==> src/rtl/rvv_arb_pkg.sv <==
// ---------------------------------------------------------------------------
// rvv_arb_pkg
// Shared types and defaults for the two-requester vector memory arbiter.
//   NUM_REQ         number of requesters sharing the mem_queue rvv port
//   DEF_DATA_WIDTH  default width of one vector memory data beat
//   DEF_ADDR_WIDTH  default byte address width
//   PERF_CNT_WIDTH  width of each performance counter
//   arb_state_t     IDLE (no owner), LD_OWN (owner runs a load),
//                   ST_OWN (owner runs a store)
// ---------------------------------------------------------------------------
package rvv_arb_pkg;

    localparam int NUM_REQ        = 2;
    localparam int DEF_DATA_WIDTH = 64;
    localparam int DEF_ADDR_WIDTH = 32;
    localparam int PERF_CNT_WIDTH = 32;

    typedef enum logic [1:0] {
        IDLE   = 2'd0,
        LD_OWN = 2'd1,
        ST_OWN = 2'd2
    } arb_state_t;

endpackage

==> src/rtl/rvv_mem_arb_if.sv <==
// ---------------------------------------------------------------------------
// rvv_mem_arb_if
// One rvv memory port bundle, used both for each requester and for the
// shared mem_queue side.
//   req / start   load / store request (held until gnt on requester side)
//   addr          transaction address / beat address
//   data, valid,  store beat data, beat valid and byte enables
//   be
//   gnt           port ownership level (requester side only)
//   rdata, rvalid load data and beat valid
//   done_ld,      load / store completion pulses
//   done_st
// Modports:
//   master  requester client (drives the request fields)
//   slave   arbiter facing a requester (drives gnt and the return fields)
//   mem     arbiter facing mem_queue (no grant on that side)
// ---------------------------------------------------------------------------
interface rvv_mem_arb_if
    import rvv_arb_pkg::*;
#(
    parameter int DATA_WIDTH = DEF_DATA_WIDTH,
    parameter int ADDR_WIDTH = DEF_ADDR_WIDTH,
    parameter int DW_B       = DATA_WIDTH / 8
);

    logic                  req;
    logic                  start;
    logic [ADDR_WIDTH-1:0] addr;
    logic [DATA_WIDTH-1:0] data;
    logic                  valid;
    logic [DW_B-1:0]       be;
    logic                  gnt;
    logic [DATA_WIDTH-1:0] rdata;
    logic                  rvalid;
    logic                  done_ld;
    logic                  done_st;

    modport master (
        output req, start, addr, data, valid, be,
        input  gnt, rdata, rvalid, done_ld, done_st
    );

    modport slave (
        input  req, start, addr, data, valid, be,
        output gnt, rdata, rvalid, done_ld, done_st
    );

    modport mem (
        output req, start, addr, data, valid, be,
        input  rdata, rvalid, done_ld, done_st
    );

endinterface

==> src/rtl/rvv_arb_perf_cnt.sv <==
// ---------------------------------------------------------------------------
// rvv_arb_perf_cnt
// One saturating 32-bit event counter.
//   clk    sole clock
//   rst_n  asynchronous active-low reset, clears the count
//   inc    count one event this cycle
//   count  current count, sticks at all-ones
// Only compiled when RVV_ARB_PERF_EN is defined, so the default build
// contains no counter logic at all.
// ---------------------------------------------------------------------------
`ifdef RVV_ARB_PERF_EN
module rvv_arb_perf_cnt
    import rvv_arb_pkg::*;
(
    input  logic                      clk,
    input  logic                      rst_n,
    input  logic                      inc,
    output logic [PERF_CNT_WIDTH-1:0] count
);

    always_ff @(posedge clk or negedge rst_n) begin
        if (!rst_n) begin
            count <= '0;
        end else if (inc && (count != {PERF_CNT_WIDTH{1'b1}})) begin
            count <= count + 1'b1;
        end
    end

endmodule
`endif

==> src/rtl/rvv_mem_arb.sv <==
// ---------------------------------------------------------------------------
// rvv_mem_arb
// Round-robin arbiter sharing the single mem_queue rvv port between two
// vector memory clients. One whole load or store is granted at a time; the
// grant is held until mem_queue reports the matching done.
//   clk              sole clock
//   rst_n            asynchronous active-low reset
//   rq0, rq1         requester ports (slave modport)
//   mq               mem_queue port (mem modport)
//   perf_gnt_cnt_*   grants issued to each requester
//   perf_wait_cnt_*  cycles each requester waited while pending
// Optional feature macro: RVV_ARB_PERF_EN builds the performance counters;
// without it the counter outputs are tied to zero.
// ---------------------------------------------------------------------------
module rvv_mem_arb
    import rvv_arb_pkg::*;
#(
    parameter int DATA_WIDTH = DEF_DATA_WIDTH,
    parameter int ADDR_WIDTH = DEF_ADDR_WIDTH,
    parameter int DW_B       = DATA_WIDTH / 8
) (
    input  logic                      clk,
    input  logic                      rst_n,
    rvv_mem_arb_if.slave              rq0,
    rvv_mem_arb_if.slave              rq1,
    rvv_mem_arb_if.mem                mq,
    output logic [PERF_CNT_WIDTH-1:0] perf_gnt_cnt_0,
    output logic [PERF_CNT_WIDTH-1:0] perf_gnt_cnt_1,
    output logic [PERF_CNT_WIDTH-1:0] perf_wait_cnt_0,
    output logic [PERF_CNT_WIDTH-1:0] perf_wait_cnt_1
);

    arb_state_t            state;
    arb_state_t            state_next;
    logic                  owner;
    logic                  owner_next;
    logic                  rr_ptr;
    logic                  rr_next;
    logic                  pend_0;
    logic                  pend_1;
    logic                  winner;
    logic                  gnt_0;
    logic                  gnt_1;
    logic                  own_req;
    logic                  own_start;
    logic                  own_valid;
    logic [ADDR_WIDTH-1:0] own_addr;
    logic [DATA_WIDTH-1:0] own_data;
    logic [DW_B-1:0]       own_be;

    assign pend_0 = rq0.req | rq0.start;
    assign pend_1 = rq1.req | rq1.start;

    // With a single pending requester it wins outright; the round-robin
    // pointer only breaks a tie.
    assign winner = (pend_0 && pend_1) ? rr_ptr : pend_1;

    assign own_req   = owner ? rq1.req   : rq0.req;
    assign own_start = owner ? rq1.start : rq0.start;
    assign own_valid = owner ? rq1.valid : rq0.valid;
    assign own_addr  = owner ? rq1.addr  : rq0.addr;
    assign own_data  = owner ? rq1.data  : rq0.data;
    assign own_be    = owner ? rq1.be    : rq0.be;

    always_ff @(posedge clk or negedge rst_n) begin
        if (!rst_n) begin
            state  <= IDLE;
            owner  <= 1'b0;
            rr_ptr <= 1'b0;
        end else begin
            state  <= state_next;
            owner  <= owner_next;
            rr_ptr <= rr_next;
        end
    end

    // A load request wins over a simultaneous store request from the same
    // client. Only a done of the running transaction type releases the port.
    always_comb begin
        state_next = state;
        owner_next = owner;
        rr_next    = rr_ptr;
        case (state)
            IDLE: begin
                if (pend_0 || pend_1) begin
                    owner_next = winner;
                    state_next = (winner ? rq1.req : rq0.req) ? LD_OWN : ST_OWN;
                end
            end
            LD_OWN: begin
                if (mq.done_ld) begin
                    state_next = IDLE;
                    rr_next    = ~owner;
                end
            end
            ST_OWN: begin
                if (mq.done_st) begin
                    state_next = IDLE;
                    rr_next    = ~owner;
                end
            end
            default: begin
                state_next = IDLE;
            end
        endcase
    end

    // The mem_queue side is a purely combinational copy of the owner, so a
    // reset or release forces it quiet in the same cycle.
    always_comb begin
        mq.req      = 1'b0;
        mq.start    = 1'b0;
        mq.valid    = 1'b0;
        mq.addr     = '0;
        mq.data     = '0;
        mq.be       = '0;
        gnt_0       = 1'b0;
        gnt_1       = 1'b0;
        rq0.rvalid  = 1'b0;
        rq1.rvalid  = 1'b0;
        rq0.done_ld = 1'b0;
        rq1.done_ld = 1'b0;
        rq0.done_st = 1'b0;
        rq1.done_st = 1'b0;
        if (state != IDLE) begin
            mq.req      = own_req;
            mq.start    = own_start;
            mq.valid    = own_valid;
            mq.addr     = own_addr;
            mq.data     = own_data;
            mq.be       = own_be;
            gnt_0       = ~owner;
            gnt_1       = owner;
            rq0.rvalid  = ~owner & mq.rvalid;
            rq1.rvalid  = owner & mq.rvalid;
            rq0.done_ld = ~owner & (state == LD_OWN) & mq.done_ld;
            rq1.done_ld = owner & (state == LD_OWN) & mq.done_ld;
            rq0.done_st = ~owner & (state == ST_OWN) & mq.done_st;
            rq1.done_st = owner & (state == ST_OWN) & mq.done_st;
        end
    end

    assign rq0.gnt   = gnt_0;
    assign rq1.gnt   = gnt_1;
    assign rq0.rdata = mq.rdata;
    assign rq1.rdata = mq.rdata;

`ifdef RVV_ARB_PERF_EN
    logic grant_evt;

    assign grant_evt = (state == IDLE) & (pend_0 | pend_1);

    rvv_arb_perf_cnt u_gnt_cnt_0 (
        .clk   (clk),
        .rst_n (rst_n),
        .inc   (grant_evt & ~winner),
        .count (perf_gnt_cnt_0)
    );

    rvv_arb_perf_cnt u_gnt_cnt_1 (
        .clk   (clk),
        .rst_n (rst_n),
        .inc   (grant_evt & winner),
        .count (perf_gnt_cnt_1)
    );

    rvv_arb_perf_cnt u_wait_cnt_0 (
        .clk   (clk),
        .rst_n (rst_n),
        .inc   (pend_0 & ~gnt_0),
        .count (perf_wait_cnt_0)
    );

    rvv_arb_perf_cnt u_wait_cnt_1 (
        .clk   (clk),
        .rst_n (rst_n),
        .inc   (pend_1 & ~gnt_1),
        .count (perf_wait_cnt_1)
    );
`else
    assign perf_gnt_cnt_0  = '0;
    assign perf_gnt_cnt_1  = '0;
    assign perf_wait_cnt_0 = '0;
    assign perf_wait_cnt_1 = '0;
`endif

endmodule

==> src/flat_wrapper.sv <==
// flat-port wrapper written by rule: the top's interface ports become plain ports
module rvv_mem_arb_flat import rvv_arb_pkg::*;
#(
    parameter int DATA_WIDTH = DEF_DATA_WIDTH,
    parameter int ADDR_WIDTH = DEF_ADDR_WIDTH,
    parameter int DW_B       = DATA_WIDTH / 8
)
  (clk, rst_n, perf_gnt_cnt_0, perf_gnt_cnt_1, perf_wait_cnt_0, perf_wait_cnt_1, rq0_req, rq0_start, rq0_addr, rq0_data, rq0_valid, rq0_be, rq0_gnt, rq0_rdata, rq0_rvalid, rq0_done_ld, rq0_done_st, rq1_req, rq1_start, rq1_addr, rq1_data, rq1_valid, rq1_be, rq1_gnt, rq1_rdata, rq1_rvalid, rq1_done_ld, rq1_done_st, mq_req, mq_start, mq_addr, mq_data, mq_valid, mq_be, mq_rdata, mq_rvalid, mq_done_ld, mq_done_st);
  rvv_mem_arb_if #(.DATA_WIDTH(DATA_WIDTH), .ADDR_WIDTH(ADDR_WIDTH), .DW_B(DW_B)) rq0_i ();
  rvv_mem_arb_if #(.DATA_WIDTH(DATA_WIDTH), .ADDR_WIDTH(ADDR_WIDTH), .DW_B(DW_B)) rq1_i ();
  rvv_mem_arb_if #(.DATA_WIDTH(DATA_WIDTH), .ADDR_WIDTH(ADDR_WIDTH), .DW_B(DW_B)) mq_i ();
  input  logic clk;
  input  logic rst_n;
  output logic [PERF_CNT_WIDTH-1:0] perf_gnt_cnt_0;
  output logic [PERF_CNT_WIDTH-1:0] perf_gnt_cnt_1;
  output logic [PERF_CNT_WIDTH-1:0] perf_wait_cnt_0;
  output logic [PERF_CNT_WIDTH-1:0] perf_wait_cnt_1;
  input wire logic [$bits(rq0_i.req)-1:0] rq0_req;
  input wire logic [$bits(rq0_i.start)-1:0] rq0_start;
  input wire logic [$bits(rq0_i.addr)-1:0] rq0_addr;
  input wire logic [$bits(rq0_i.data)-1:0] rq0_data;
  input wire logic [$bits(rq0_i.valid)-1:0] rq0_valid;
  input wire logic [$bits(rq0_i.be)-1:0] rq0_be;
  output wire logic [$bits(rq0_i.gnt)-1:0] rq0_gnt;
  output wire logic [$bits(rq0_i.rdata)-1:0] rq0_rdata;
  output wire logic [$bits(rq0_i.rvalid)-1:0] rq0_rvalid;
  output wire logic [$bits(rq0_i.done_ld)-1:0] rq0_done_ld;
  output wire logic [$bits(rq0_i.done_st)-1:0] rq0_done_st;
  input wire logic [$bits(rq1_i.req)-1:0] rq1_req;
  input wire logic [$bits(rq1_i.start)-1:0] rq1_start;
  input wire logic [$bits(rq1_i.addr)-1:0] rq1_addr;
  input wire logic [$bits(rq1_i.data)-1:0] rq1_data;
  input wire logic [$bits(rq1_i.valid)-1:0] rq1_valid;
  input wire logic [$bits(rq1_i.be)-1:0] rq1_be;
  output wire logic [$bits(rq1_i.gnt)-1:0] rq1_gnt;
  output wire logic [$bits(rq1_i.rdata)-1:0] rq1_rdata;
  output wire logic [$bits(rq1_i.rvalid)-1:0] rq1_rvalid;
  output wire logic [$bits(rq1_i.done_ld)-1:0] rq1_done_ld;
  output wire logic [$bits(rq1_i.done_st)-1:0] rq1_done_st;
  output wire logic [$bits(mq_i.req)-1:0] mq_req;
  output wire logic [$bits(mq_i.start)-1:0] mq_start;
  output wire logic [$bits(mq_i.addr)-1:0] mq_addr;
  output wire logic [$bits(mq_i.data)-1:0] mq_data;
  output wire logic [$bits(mq_i.valid)-1:0] mq_valid;
  output wire logic [$bits(mq_i.be)-1:0] mq_be;
  input wire logic [$bits(mq_i.rdata)-1:0] mq_rdata;
  input wire logic [$bits(mq_i.rvalid)-1:0] mq_rvalid;
  input wire logic [$bits(mq_i.done_ld)-1:0] mq_done_ld;
  input wire logic [$bits(mq_i.done_st)-1:0] mq_done_st;
  assign rq0_i.req = rq0_req;
  assign rq0_i.start = rq0_start;
  assign rq0_i.addr = rq0_addr;
  assign rq0_i.data = rq0_data;
  assign rq0_i.valid = rq0_valid;
  assign rq0_i.be = rq0_be;
  assign rq0_gnt = rq0_i.gnt;
  assign rq0_rdata = rq0_i.rdata;
  assign rq0_rvalid = rq0_i.rvalid;
  assign rq0_done_ld = rq0_i.done_ld;
  assign rq0_done_st = rq0_i.done_st;
  assign rq1_i.req = rq1_req;
  assign rq1_i.start = rq1_start;
  assign rq1_i.addr = rq1_addr;
  assign rq1_i.data = rq1_data;
  assign rq1_i.valid = rq1_valid;
  assign rq1_i.be = rq1_be;
  assign rq1_gnt = rq1_i.gnt;
  assign rq1_rdata = rq1_i.rdata;
  assign rq1_rvalid = rq1_i.rvalid;
  assign rq1_done_ld = rq1_i.done_ld;
  assign rq1_done_st = rq1_i.done_st;
  assign mq_req = mq_i.req;
  assign mq_start = mq_i.start;
  assign mq_addr = mq_i.addr;
  assign mq_data = mq_i.data;
  assign mq_valid = mq_i.valid;
  assign mq_be = mq_i.be;
  assign mq_i.rdata = mq_rdata;
  assign mq_i.rvalid = mq_rvalid;
  assign mq_i.done_ld = mq_done_ld;
  assign mq_i.done_st = mq_done_st;
  rvv_mem_arb #(.DATA_WIDTH(DATA_WIDTH), .ADDR_WIDTH(ADDR_WIDTH), .DW_B(DW_B)) u_core (.clk(clk), .rst_n(rst_n), .rq0(rq0_i), .rq1(rq1_i), .mq(mq_i), .perf_gnt_cnt_0(perf_gnt_cnt_0), .perf_gnt_cnt_1(perf_gnt_cnt_1), .perf_wait_cnt_0(perf_wait_cnt_0), .perf_wait_cnt_1(perf_wait_cnt_1));
endmodule
==> config.mk <==
export PLATFORM = sky130hd
export DESIGN_NAME = rvv_mem_arb_flat
export DESIGN_NICKNAME = d
export VERILOG_FILES = /design/src/rtl/rvv_arb_pkg.sv /design/src/rtl/rvv_mem_arb_if.sv /design/src/rtl/rvv_arb_perf_cnt.sv /design/src/rtl/rvv_mem_arb.sv /design/src/flat_wrapper.sv
export SDC_FILE = /design/constraint.sdc
export NUM_CORES = 1
export LEC_CHECK = 0
export ABC_AREA = 1
export BUFFER_PORTS_ARGS = -buffer_cell sky130_fd_sc_hd__buf_2
export CAP_MARGIN = 20
export CELL_PAD_IN_SITES_DETAIL_PLACEMENT = 1
export CELL_PAD_IN_SITES_GLOBAL_PLACEMENT = 1
export CORE_AREA = 2 2 255 257
export CTS_CLUSTER_SIZE = 20
export DETAILED_ROUTE_END_ITERATION = 16
export DIE_AREA = 0 0 257 259
export PLACE_DENSITY_LB_ADDON = 0.1
export SLEW_MARGIN = 30
export SYNTH_ARGS = -nofsm -noshare
export SYNTH_HDL_FRONTEND = slang
export SYNTH_SLANG_ARGS = --single-unit
==> constraint.sdc <==
create_clock -name clk -period 1.05 [get_ports clk]
set_input_delay 0.0525 -clock clk [delete_from_list [all_inputs] [get_ports clk]]
set_output_delay 0.0525 -clock clk [all_outputs]
set_load 0.02 [all_outputs]
### After elaboration in Yosys (flattened, before gate mapping)

Index checks and enable logic that the tools add are counted.

| word-level totals | value |
|---|---|
| flip-flop bits (word level) | 4 |
| input bits | 283 |
| output and inout bits | 371 |
| logic and storage cells | 59 |

| operators by class | value |
|---|---|
| eq/ne operators | 5 |
| muxes and demuxes | 30 |
| bitwise gates (word level) | 13 |
| reductions and logical operators | 8 |

Operators by type and width:

| kind | number |
|---|---|
| 64-bit 2-to-1 mux | 2 |
| 32-bit 2-to-1 mux | 2 |
| 1-bit 2-to-1 mux | 18 |
| 8-bit 2-to-1 mux | 2 |
| 1-bit AND | 10 |
| 2-bit 2-to-1 mux | 4 |
| 2-bit one-hot mux with 3 select lines | 1 |
| 3-bit AND reduction | 2 |
| 2-bit != test (second input constant) | 2 |
| 2-bit nonzero test | 2 |
| 2-bit by 1-bit equality test with 1-bit output (second input constant) | 1 |
| 2-bit equality test (second input constant) | 1 |
| 2-bit logical NOT | 1 |
| 2-bit by 1-bit != test with 1-bit output (second input constant) | 1 |
| 1-bit OR | 2 |
| 1-bit one-hot mux with 2 select lines | 1 |
| 2-bit AND reduction | 1 |
| 1-bit logical AND | 1 |
| 1-bit logical OR | 1 |
| 1-bit NOT | 1 |

### Depth between registers and ports, before layout

Gate-level depths: netlist of run 1.

| logic depth | value |
|---|---|
| depth in word-level cells | 7 |
| gate-level depth with buffers | 8 |
| mapped depth without buffers | 6 |

### Worst setup path before layout of run 1

OpenSTA, ideal clock, no wires.

| path | value |
|---|---|
| path type | flip-flop to output port |
| start | register u_core.state[0] |
| end | output port mq_data[31] |
| data arrival time | 1157 ps |
| required time | 998 ps |
| slack | -160 ps |
| cell stages (with the launch flop) | 9 |
| buffers on the path | 2 |
| cell sequence | dfrtp_1 nor2_4 inv_4 nand2_2 inv_2 buf_6 buf_6 nand2_1 nand2_1 |

| on the way | value |
|---|---|
| cells in the longest elaborated chain, start to end | 2 |

RTL lines:

| what | RTL line | text |
|---|---|---|
| start: declaration | rvv_mem_arb.sv:33 | `arb_state_t state;` |
| start signal: assignment | rvv_mem_arb.sv:71 | `state <= state_next;` |
| 2-bit nonzero test | rvv_mem_arb.sv:125 | `if (state != IDLE) begin` |
| 64-bit 2-to-1 mux | rvv_mem_arb.sv:125 |  |
| end: declaration | flat_wrapper.sv:43 | `output wire logic [$bits(mq_i.data)-1:0] mq_data;` |

Every way passes these cells.

### Worst setup path in the final report of run 1

| path | value |
|---|---|
| start | register u_core.state[1] |
| end | output port mq_data[29] |

Same word-level chain as after synthesis.

==> impl_metrics.toml, run 1 <==
[placement]
routabilityCongestion = 0.753
buffer_ports.inserted = 333
detailed_place.area_um2 = 5350
hpwlAfterDp_um = 18600

[yosys]
synth-adder-area-share_pct = 0
yosys.area.top_type = "sky130_fd_sc_hd__buf_4"
synthesized_area_fraction_occupied_by_ao_oa_aoi_and_oai_cells_pct = 0.870
synth_area_leaders = "sky130_fd_sc_hd__buf_4 (53%), sky130_fd_sc_hd__nand2_1 (34%), sky130_fd_sc_hd__buf_6 (2.8%)"
synthesized_area_per_cell_um2 = 5.55
yosys.area_share.xor_xnor_pct = 0
post_synth_num_cell_types = 17
area_share_of_the_largest_cell_type_after_synthesis_pct = 53.4
seq_area_frac_synth_pct = 2.78
post_synth_instance_area_um2 = 3600
synth_top_family_by_area = "buffers and inverters"
synth_top_cells_by_count = "sky130_fd_sc_hd__nand2_1 (328), sky130_fd_sc_hd__buf_4 (256), sky130_fd_sc_hd__buf_2 (13)"
postSynthRegisterBits = 4
post-synth-top-count-cell = "sky130_fd_sc_hd__nand2_1"
muxShareOfSynthArea_pct = 0
async_reset_ff_share_pct = 100
synth-warning-count = 0
synth_edf_count = 0
synth-simple-area-share_pct = 36.6
netlist_instances = 648
synth_top_flop_cell = "sky130_fd_sc_hd__dfrtp_1"

[setup_path]
worstPathRequired_ns = 1.00
crit_fanout = 13
timing.critical_path.from_type = "flop"
worst_ep_arrival_time_ns = 1.56
setup.worst_path.class = "flop to primary output"
crit_path_end_kind = "primary output"
r2r_slack_ns = -0.08

[finish]
syn2layout_area_growth_pct = 71.1
nNetsFinal = 1158
drive_above_1_share_pct = 63.8
diodes = 0
layout.cell_area.non_filler_um2 = 6150

[sta]
rsz0062_at_grt = "yes"
timing_max_transition_violations_final = 0
post-route-period-util_pct = 154
whs_ns = 0.105
timing.clock.skew_ns = 0.00412
hold_violations = 0
final_period_minus_worst_setup_slack_ns = 1.62
worst_slack_ns = -0.567
finalSetupViolations = 118
max_clock_freq_mhz = 618

[clock_tree]
numClockSinks = 4
clock_latency_ns = 0.23
cts_htree_levels = 1
cts_buffer_depth = 2
root_buffer = "sky130_fd_sc_hd__clkbuf_16"
tritoncts = "done"
cts_made_buffers = 3
clk_transition_reported_paths_ns = 0.03

[global_route]
antenna_violations_before_repair = 5
grt_first_pass_wirelength_um = 28500
grt_overflow = 0
grt_max_degree = 43
number_of_global_route_vias_before_repair = 4407
grt_usage_pct = 5.62

[detailed_routing]
drt-pass1-iter-count = 4
route.detailed.wl_per_inst_um = 12.2
detail-route-antenna-nets = 0
drt_wl_total_um = 21100
vias_per_cell = 2.41
drt_iter0_markers = 85
post-route-drc-count = 0
via_count = 4159

[floorplan]
fp.dieArea_um2 = 66600
initial_utilization_pct = 5.63
fp-row-count = 93
fp.dieW_um = 257
die-height_um = 259
io_pins = 654
core-area_um2 = 63900

[pwr]
pleak_nw = 3.30
ir_worst_vdd_mv = 1.04
pwr_density_cell_nw_per_um2 = 2720

[run]
maxCapViolations = 0

[outcome]
violations = "negative setup slack"
outcome = "finished, violations left"

[hold_path]
hold_crit_class = "primary input to primary output"
## area by class of cell
type | count | area (µm²)
clock buffer | 3 | 75.1
timing repair buffer | 373 | 2530
multi-input combinational | 479 | 2310
fill | 7850 | 57700
inverter | 14 | 65.1
sequential | 4 | 100
tap | 855 | 1070
## worst max-delay path, cell delays in order (launching register included)
cell and delay [ns]:
sky130_fd_sc_hd__dfrtp_1 0.39, sky130_fd_sc_hd__nor2_4 0.16, sky130_fd_sc_hd__inv_4 0.06, sky130_fd_sc_hd__nand2_4 0.07, sky130_fd_sc_hd__inv_4 0.05, sky130_fd_sc_hd__buf_12 0.15
sky130_fd_sc_hd__clkbuf_16 0.18, sky130_fd_sc_hd__nand2_1 0.07, sky130_fd_sc_hd__nand2_2 0.05, sky130_fd_sc_hd__buf_6 0.13
## final timing paths
kind	from	end	cells after the start
worst min-delay path	mq_rdata[6]	rq0_rdata[6]	0
worst max register to register	u_core.state[1]	u_core.rr_ptr	8
worst min register to register	u_core.rr_ptr	u_core.rr_ptr	2
max in group asynchronous	rst_n	u_core.owner	2
worst max-delay path	u_core.state[1]	mq_data[29]	9
min in group asynchronous	rst_n	u_core.rr_ptr	2
## layout by cell type (no fill, tap or decap), types with 2 or more instances in the layout
master                      instances
sky130_fd_sc_hd__buf_2            256
sky130_fd_sc_hd__nand3_1            4
sky130_fd_sc_hd__nand2_4            5
sky130_fd_sc_hd__buf_6             47
sky130_fd_sc_hd__clkbuf_4           6
sky130_fd_sc_hd__inv_4              3
sky130_fd_sc_hd__nand2_2          162
sky130_fd_sc_hd__buf_16             2
sky130_fd_sc_hd__nor2_4             5
sky130_fd_sc_hd__inv_1              8
sky130_fd_sc_hd__dfrtp_1            4
sky130_fd_sc_hd__buf_4             50
sky130_fd_sc_hd__inv_2              2
sky130_fd_sc_hd__conb_1           128
sky130_fd_sc_hd__o21ai_1            2
sky130_fd_sc_hd__nand2_1          163
sky130_fd_sc_hd__nor2_2             2
sky130_fd_sc_hd__buf_12             7
sky130_fd_sc_hd__nor2_1             4
sky130_fd_sc_hd__clkbuf_16          6
## logic make-up after synthesis
kind of cell | count (synthesis)
AO/OA/AOI/OAI | 6
buffers and inverters | 292
flip-flops | 4
other | 1
AND/OR/NAND/NOR | 345
## what timing repair did
action | CTS | global route
endpoints found under the hold margin | 4 | 0
pin swaps | 3 | 4
gates resized for setup | 121 | 90
hold buffers | 1 | 0
setup endpoints to repair | 119 | 119
setup buffers | 0 | 5
gates cloned | 0 | 3
## routing by layer
layer	routed length (µm)	share of wire [%]	up-vias	GRT usage, %
met5	48	0.23	-	0
met4	424	2.0	8	1.32
met3	3180	15	37	3.69
met2	10400	49	337	9.78
met1	7110	34	1787	5.55
li1	-	-	1990	-
## flip-flops by register name, summed over array words and instances (netlist names)
signal / cells
u_core.owner: 1
u_core.rr_ptr: 1
u_core.state: 2
## through the flow
stage | setup TNS (ns) | cells | total power, W | utilization (%) | setup WS [ns]
6_report | -56.91 | 1728 | 0.0167 | 9.63 | -0.567
3_3_place_gp | -33.16 | 1717 | 0.0140 | 8.37 | -0.397
2_1_floorplan | -7.39 | 775 | 0.00934 | - | -0.125
3_5_place_dp | -33.11 | 1717 | 0.0138 | 8.37 | -0.389
5_1_grt | -65.39 | 1728 | 0.0182 | 9.63 | -0.638
4_1_cts | -61.39 | 1721 | 0.0158 | 9.04 | -0.605
## where the power goes
group,internal (W),total [W],switching (W)
logic,0.00650,0.0159,0.00936
registers,0.000231,0.000289,0.0000580
clock network,0.000488,0.000604,0.000116
Note: power is estimated with default switching activity, not from simulation.
==> run 2, diff against run 1 <==
--- a/config.mk
+++ b/config.mk
@@ -6,14 +6,14 @@
 export NUM_CORES = 1
 export LEC_CHECK = 0
 export ABC_AREA = 1
-export BUFFER_PORTS_ARGS = -buffer_cell sky130_fd_sc_hd__buf_2
 export CAP_MARGIN = 20
 export CELL_PAD_IN_SITES_DETAIL_PLACEMENT = 1
 export CELL_PAD_IN_SITES_GLOBAL_PLACEMENT = 1
-export CORE_AREA = 2 2 255 257
+export CORE_AREA = 2 2 253 255
 export CTS_CLUSTER_SIZE = 20
 export DETAILED_ROUTE_END_ITERATION = 16
-export DIE_AREA = 0 0 257 259
+export DIE_AREA = 0 0 255 257
+export DONT_BUFFER_PORTS = 1
 export PLACE_DENSITY_LB_ADDON = 0.1
 export SLEW_MARGIN = 30
 export SYNTH_ARGS = -nofsm -noshare
==> impl_metrics.toml, run 2 (synthesis results as in run 1) <==
[floorplan]
initial_utilization_pct = 5.73
die-height_um = 257
fp.dieW_um = 255
fp.dieArea_um2 = 65500
fp-row-count = 92
core-area_um2 = 62700
io_pins = 654

[finish]
highest_count_cells_in_the_layout_ignoring_fill_and_taps = "sky130_fd_sc_hd__nand2_1 (174), sky130_fd_sc_hd__conb_1 (128), sky130_fd_sc_hd__nand2_2 (98), sky130_fd_sc_hd__nand2_4 (56), sky130_fd_sc_hd__buf_4 (21)"
diodes = 0
nNetsFinal = 830
multi_input_comb_area_um2 = 2590
max_flop_register = "u_core.state"
largest_reg_flops = 2
layout_top_registers = "u_core.state: 2 flops, u_core.owner: 1 flops, u_core.rr_ptr: 1 flops"
drive_above_1_share_pct = 40.2
syn2layout_area_growth_pct = 24.8
layout.area.seq_um2 = 100
final.fill_count = 7655
mostFrequentLayoutCell = "sky130_fd_sc_hd__nand2_1"

[sta]
max_clock_freq_mhz = 651
hold_violations = 0
rsz0062_at_grt = "yes"
finalSetupViolations = 118
final_period_minus_worst_setup_slack_ns = 1.54
timing.clock.skew_ns = 0.000570
worst_slack_ns = -0.486
whs_ns = 0.0148
timing_max_transition_violations_final = 0
post-route-period-util_pct = 146

[setup_path]
worstPathRequired_ns = 1.00
timing.critical_path.from_type = "flop"
worst_ep_arrival_time_ns = 1.48
r2r_slack_ns = -0.13
crit_path_end_kind = "primary output"
crit_fanout = 6
setup.worst_path.class = "flop to primary output"

[global_route]
grt_max_degree = 30
grt_overflow = 0
grt_first_pass_wirelength_um = 21600
number_of_global_route_vias_before_repair = 3145
antenna_violations_before_repair = 0
grt_usage_pct = 4.59

[clock_tree]
clock_latency_ns = 0.22
cts_htree_levels = 1
numClockSinks = 4
cts_made_buffers = 3
root_buffer = "sky130_fd_sc_hd__clkbuf_16"
cts_buffer_depth = 2
clk_transition_reported_paths_ns = 0.03
tritoncts = "done"

[pwr]
pleak_nw = 2.01
p_sw_share_pct = 65.9
power.net_switching_w = 0.00914
sequential_power_share_pct = 2.1
power.combinational.fraction_pct = 93.6
pwr-share-clk_pct = 4.3
ir_worst_vdd_mv = 0.712
internal_power_w = 0.00472
pwr_density_cell_nw_per_um2 = 3090

[detailed_routing]
drt_wl_total_um = 17500
drt-pass1-iter-count = 4
post-route-drc-count = 0
drt_iter0_markers = 64
via_count = 3018
vias_per_cell = 2.17
route.detailed.wl_per_inst_um = 12.6
detail-route-antenna-nets = 0

[outcome]
outcome = "finished, violations left"
violations = "negative setup slack"

[run]
maxCapViolations = 0

[placement]
hpwlAfterDp_um = 14300
place_worst_setup_slack_ns = -0.379
buffer_ports.inserted = 0
routabilityCongestion = 0.635

[hold_path]
hold_crit_class = "primary input to flop"
[run 2: changes by cell type in the layout (fill, tap and decap cells not counted), sizes merged]
cell and delta:
buf -323, bufbuf +2, clkbuf -8, dlygate4sd3 +1
[run 2: what timing repair did]
action | 4_1_cts | 5_1_grt
gates cloned | 4 | 1
hold buffers | 2 | 0
hold endpoints to repair | 5 | 0
resized for setup | 61 | 94
setup buffers | 1 | 1
endpoints found under the setup margin | 119 | 119
pin swaps | 7 | 22
[run 2: path summary, 6_finish.rpt]
| kind | cells past startpoint | from | end |
|---|---|---|---|
| worst min register to register | 4 | u_core.rr_ptr | u_core.owner |
| worst max-delay path | 8 | u_core.state[1] | mq_addr[6] |
| worst max register to register | 8 | u_core.state[0] | u_core.rr_ptr |
| max in group asynchronous | 1 | rst_n | u_core.owner |
| worst min-delay path | 3 | mq_done_ld | u_core.state[0] |
| min in group asynchronous | 1 | rst_n | u_core.rr_ptr |
[run 2: layer usage]
metal	up-vias	track usage (%)	wire length, µm
met5	-	0	0
li1	1334	-	-
met1	1337	3.80	5000
met3	27	1.90	2020
met2	320	9.59	10100
met4	0	1.27	386
[run 2: critical path, stage by stage, from the launching register on]
cell and delay, ns:
sky130_fd_sc_hd__dfrtp_1 0.40, sky130_fd_sc_hd__nor2_4 0.15, sky130_fd_sc_hd__inv_4 0.07, sky130_fd_sc_hd__nand2_8 0.09, sky130_fd_sc_hd__inv_16 0.06, sky130_fd_sc_hd__buf_12 0.15, sky130_fd_sc_hd__buf_4 0.16, sky130_fd_sc_hd__nand2_1 0.07
sky130_fd_sc_hd__nand2_2 0.11
[run 2: power by group through the flow]
stage | Combinational (W) | Sequential [W] | Clock, W
3_5_place_dp | 0.0106 | 0.000295 | 0
6_report | 0.0130 | 0.000295 | 0.000599
3_3_place_gp | 0.0108 | 0.000294 | 0
4_1_cts | 0.0124 | 0.000297 | 0.000614
5_1_grt | 0.0141 | 0.000301 | 0.000622
2_1_floorplan | 0.00904 | 0.000301 | 0
[run 2: stage by stage]
step	setup TNS [ns]	instances	power (W)	utilization, %	cell area [µm²]
after floorplan	-7.39	775	0.00934	-	4350
after global placement	-32.79	1379	0.0111	5.80	3640
after detailed placement	-34.60	1379	0.0109	5.80	3640
after CTS	-53.38	1389	0.0133	6.52	4090
after global routing	-57.00	1391	0.0151	7.15	4490
final	-47.84	1391	0.0139	7.15	4490
[run 2: cell type report]
type / count / area share [%]
inverters: 14 / 1.87
flip-flops and latches: 4 / 2.23
clock buffers: 3 / 1.67
well taps: 846 / 23.6
multi-input cells: 479 / 57.7
repair buffers: 45 / 13.0
==> run 3, diff against run 2 <==
==> constraint.sdc (replaced) <==
create_clock -name clk -period 1.29 [get_ports clk]
set_input_delay 0.0645 -clock clk [delete_from_list [all_inputs] [get_ports clk]]
set_output_delay 0.0645 -clock clk [all_outputs]
set_load 0.02 [all_outputs]
==> impl_metrics.toml, run 3 (synthesis results as in run 1) <==
[pwr]
power.net_switching_w = 0.00808
power.combinational.fraction_pct = 94.6
p_sw_share_pct = 60.8
ir_worst_vdd_mv = 1.23
pwr-share-clk_pct = 3.7
internal_power_w = 0.00520
pleak_nw = 2.44
sequential_power_share_pct = 1.8
pwr_density_cell_nw_per_um2 = 2560

[sta]
post-route-period-util_pct = 124
finalSetupViolations = 115
timing_max_transition_violations_final = 0
rsz0062_at_grt = "yes"
timing.clock.skew_ns = 0.00192
max_clock_freq_mhz = 624
hold_violations = 0
whs_ns = 0.000993
final_period_minus_worst_setup_slack_ns = 1.60
worst_slack_ns = -0.314

[finish]
drive_above_1_share_pct = 50.2
nNetsFinal = 855
highest_count_cells_in_the_layout_ignoring_fill_and_taps = "sky130_fd_sc_hd__nand2_1 (131), sky130_fd_sc_hd__conb_1 (128), sky130_fd_sc_hd__nand2_4 (112), sky130_fd_sc_hd__nand2_2 (87), sky130_fd_sc_hd__buf_4 (22)"
max_flop_register = "u_core.state"
largest_reg_flops = 2
diodes = 0
syn2layout_area_growth_pct = 44.4
layout.cell_area.non_filler_um2 = 5190
mostFrequentLayoutCell = "sky130_fd_sc_hd__nand2_1"
layout_top_registers = "u_core.state: 2 flops, u_core.owner: 1 flops, u_core.rr_ptr: 1 flops"

[clock_tree]
clock_latency_ns = 0.22
cts_made_buffers = 3
tritoncts = "done"
cts_buffer_depth = 2
cts_htree_levels = 1
root_buffer = "sky130_fd_sc_hd__clkbuf_16"
numClockSinks = 4
clk_transition_reported_paths_ns = 0.03

[floorplan]
initial_utilization_pct = 5.73
fp-row-count = 92
die-height_um = 257
fp.dieArea_um2 = 65500
io_pins = 654
core-area_um2 = 62700
fp.dieW_um = 255

[placement]
routabilityCongestion = 0.680
detailed_place.area_um2 = 3610
buffer_ports.inserted = 0
hpwlAfterDp_um = 14500

[hold_path]
hold_path_depth = 3
hold_crit_class = "primary input to flop"

[setup_path]
crit_fanout = 6
slowest_delay_ns = 0.39
worst_ep_arrival_time_ns = 1.54
setup.worst_path.class = "flop to primary output"
worstPathCellList = "nor2_4 > inv_4 > nand2_4 > inv_8 > buf_12 > buf_12 > buf_12 > buf_8"
rr_worst_depth = 8
worst-path-buf-inv = 6
crit_path_end_kind = "primary output"
path_common_cell = "sky130_fd_sc_hd__buf_12"
path_depth = 8
worstPathRequired_ns = 1.23
crit_family = "buffers and inverters"
timing.critical_path.from_type = "flop"
timing.critical_path.slowest_stage_cell = "sky130_fd_sc_hd__dfrtp_1"

[detailed_routing]
via_count = 3130
post-route-drc-count = 0
drt_iter0_markers = 34
drt-pass1-iter-count = 4
detail-route-antenna-nets = 0
vias_per_cell = 2.21
route.detailed.wl_per_inst_um = 12.5
drt_wl_total_um = 17600

[global_route]
grt_max_degree = 29
antenna_violations_before_repair = 0
grt_first_pass_wirelength_um = 21500
grt_usage_pct = 4.53
number_of_global_route_vias_before_repair = 3177
grt_overflow = 0

[outcome]
outcome = "finished, violations left"
violations = "negative setup slack"

[run]
maxCapViolations = 0
-- run 3: changes by cell type in the layout (fill, tap and decap cells not counted), sizes merged --
cell | previous run | this run
dlygate4sd3 | 2 | 1
clkbuf | 4 | 5
bufbuf | 2 | 1
buf | 40 | 66
-- run 3: repair_timing --
action                                 CTS  global route
buffers inserted                         6             9
gates resized for setup                293            89
endpoints found under the hold margin    4             0
gates cloned                             1             2
hold buffers                             1             0
setup endpoints to repair              115           116
pin swaps                               54            42
-- run 3: cell type report --
type	instances	area, µm²
Tap cell	846	1060
Timing Repair Buffer	70	955
Multi-Input combinational cell	479	2930
Inverter	14	70.1
Sequential cell	4	101
Clock buffer	3	75.1
Fill cell	7544	57500
-- run 3: routing by layer --
metal / vias up / part of all wire (%) / global-route usage [%]
met1: 1384 / 27 / 3.63
met4: 0 / 2.9 / 1.62
met2: 332 / 59 / 9.64
li1: 1384 / - / -
met3: 30 / 11 / 1.59
met5: - / 0 / 0
-- run 3: path summary, 6_finish.rpt --
| check | from | to | slack [ns] |
|---|---|---|---|
| min in group asynchronous | rst_n | u_core.rr_ptr | 0.14 |
| max in group asynchronous | rst_n | u_core.owner | 0.92 |
| worst min-delay path | mq_done_ld | u_core.state[0] | 0.001 |
| worst min register to register | u_core.rr_ptr | u_core.rr_ptr | 0.56 |
| worst max-delay path | u_core.state[0] | rq0_gnt | -0.31 |
| worst max register to register | u_core.state[1] | u_core.rr_ptr | 0.05 |
-- run 3: stage by stage --
stage | instances | total power [W] | util (%) | worst slack, ns | TNS [ns]
floorplan | 775 | 0.00686 | - | 0.0682 | 0
CTS | 1407 | 0.0125 | 7.57 | -0.364 | -29.45
finish | 1416 | 0.0133 | 8.27 | -0.314 | -25.41
detailed placement | 1396 | 0.00904 | 5.75 | -0.137 | -5.83
global route | 1416 | 0.0144 | 8.27 | -0.396 | -34.88
global placement | 1396 | 0.00919 | 5.75 | -0.138 | -6.38
-- run 3: tightest hold or removal path, cell delays in order --
cell and delay [ns]:
sky130_fd_sc_hd__inv_1 0.02, sky130_fd_sc_hd__nand2_1 0.05, sky130_fd_sc_hd__nand2_1 0.04
-- run 3: power by group through the flow --
stage          Combinational, W  Clock [W]  Sequential (W)
2_1_floorplan           0.00661          0        0.000245
3_3_place_gp            0.00894          0        0.000251
3_5_place_dp            0.00879          0        0.000249
4_1_cts                  0.0117   0.000500        0.000253
5_1_grt                  0.0136   0.000509        0.000245
6_report                 0.0126   0.000485        0.000237
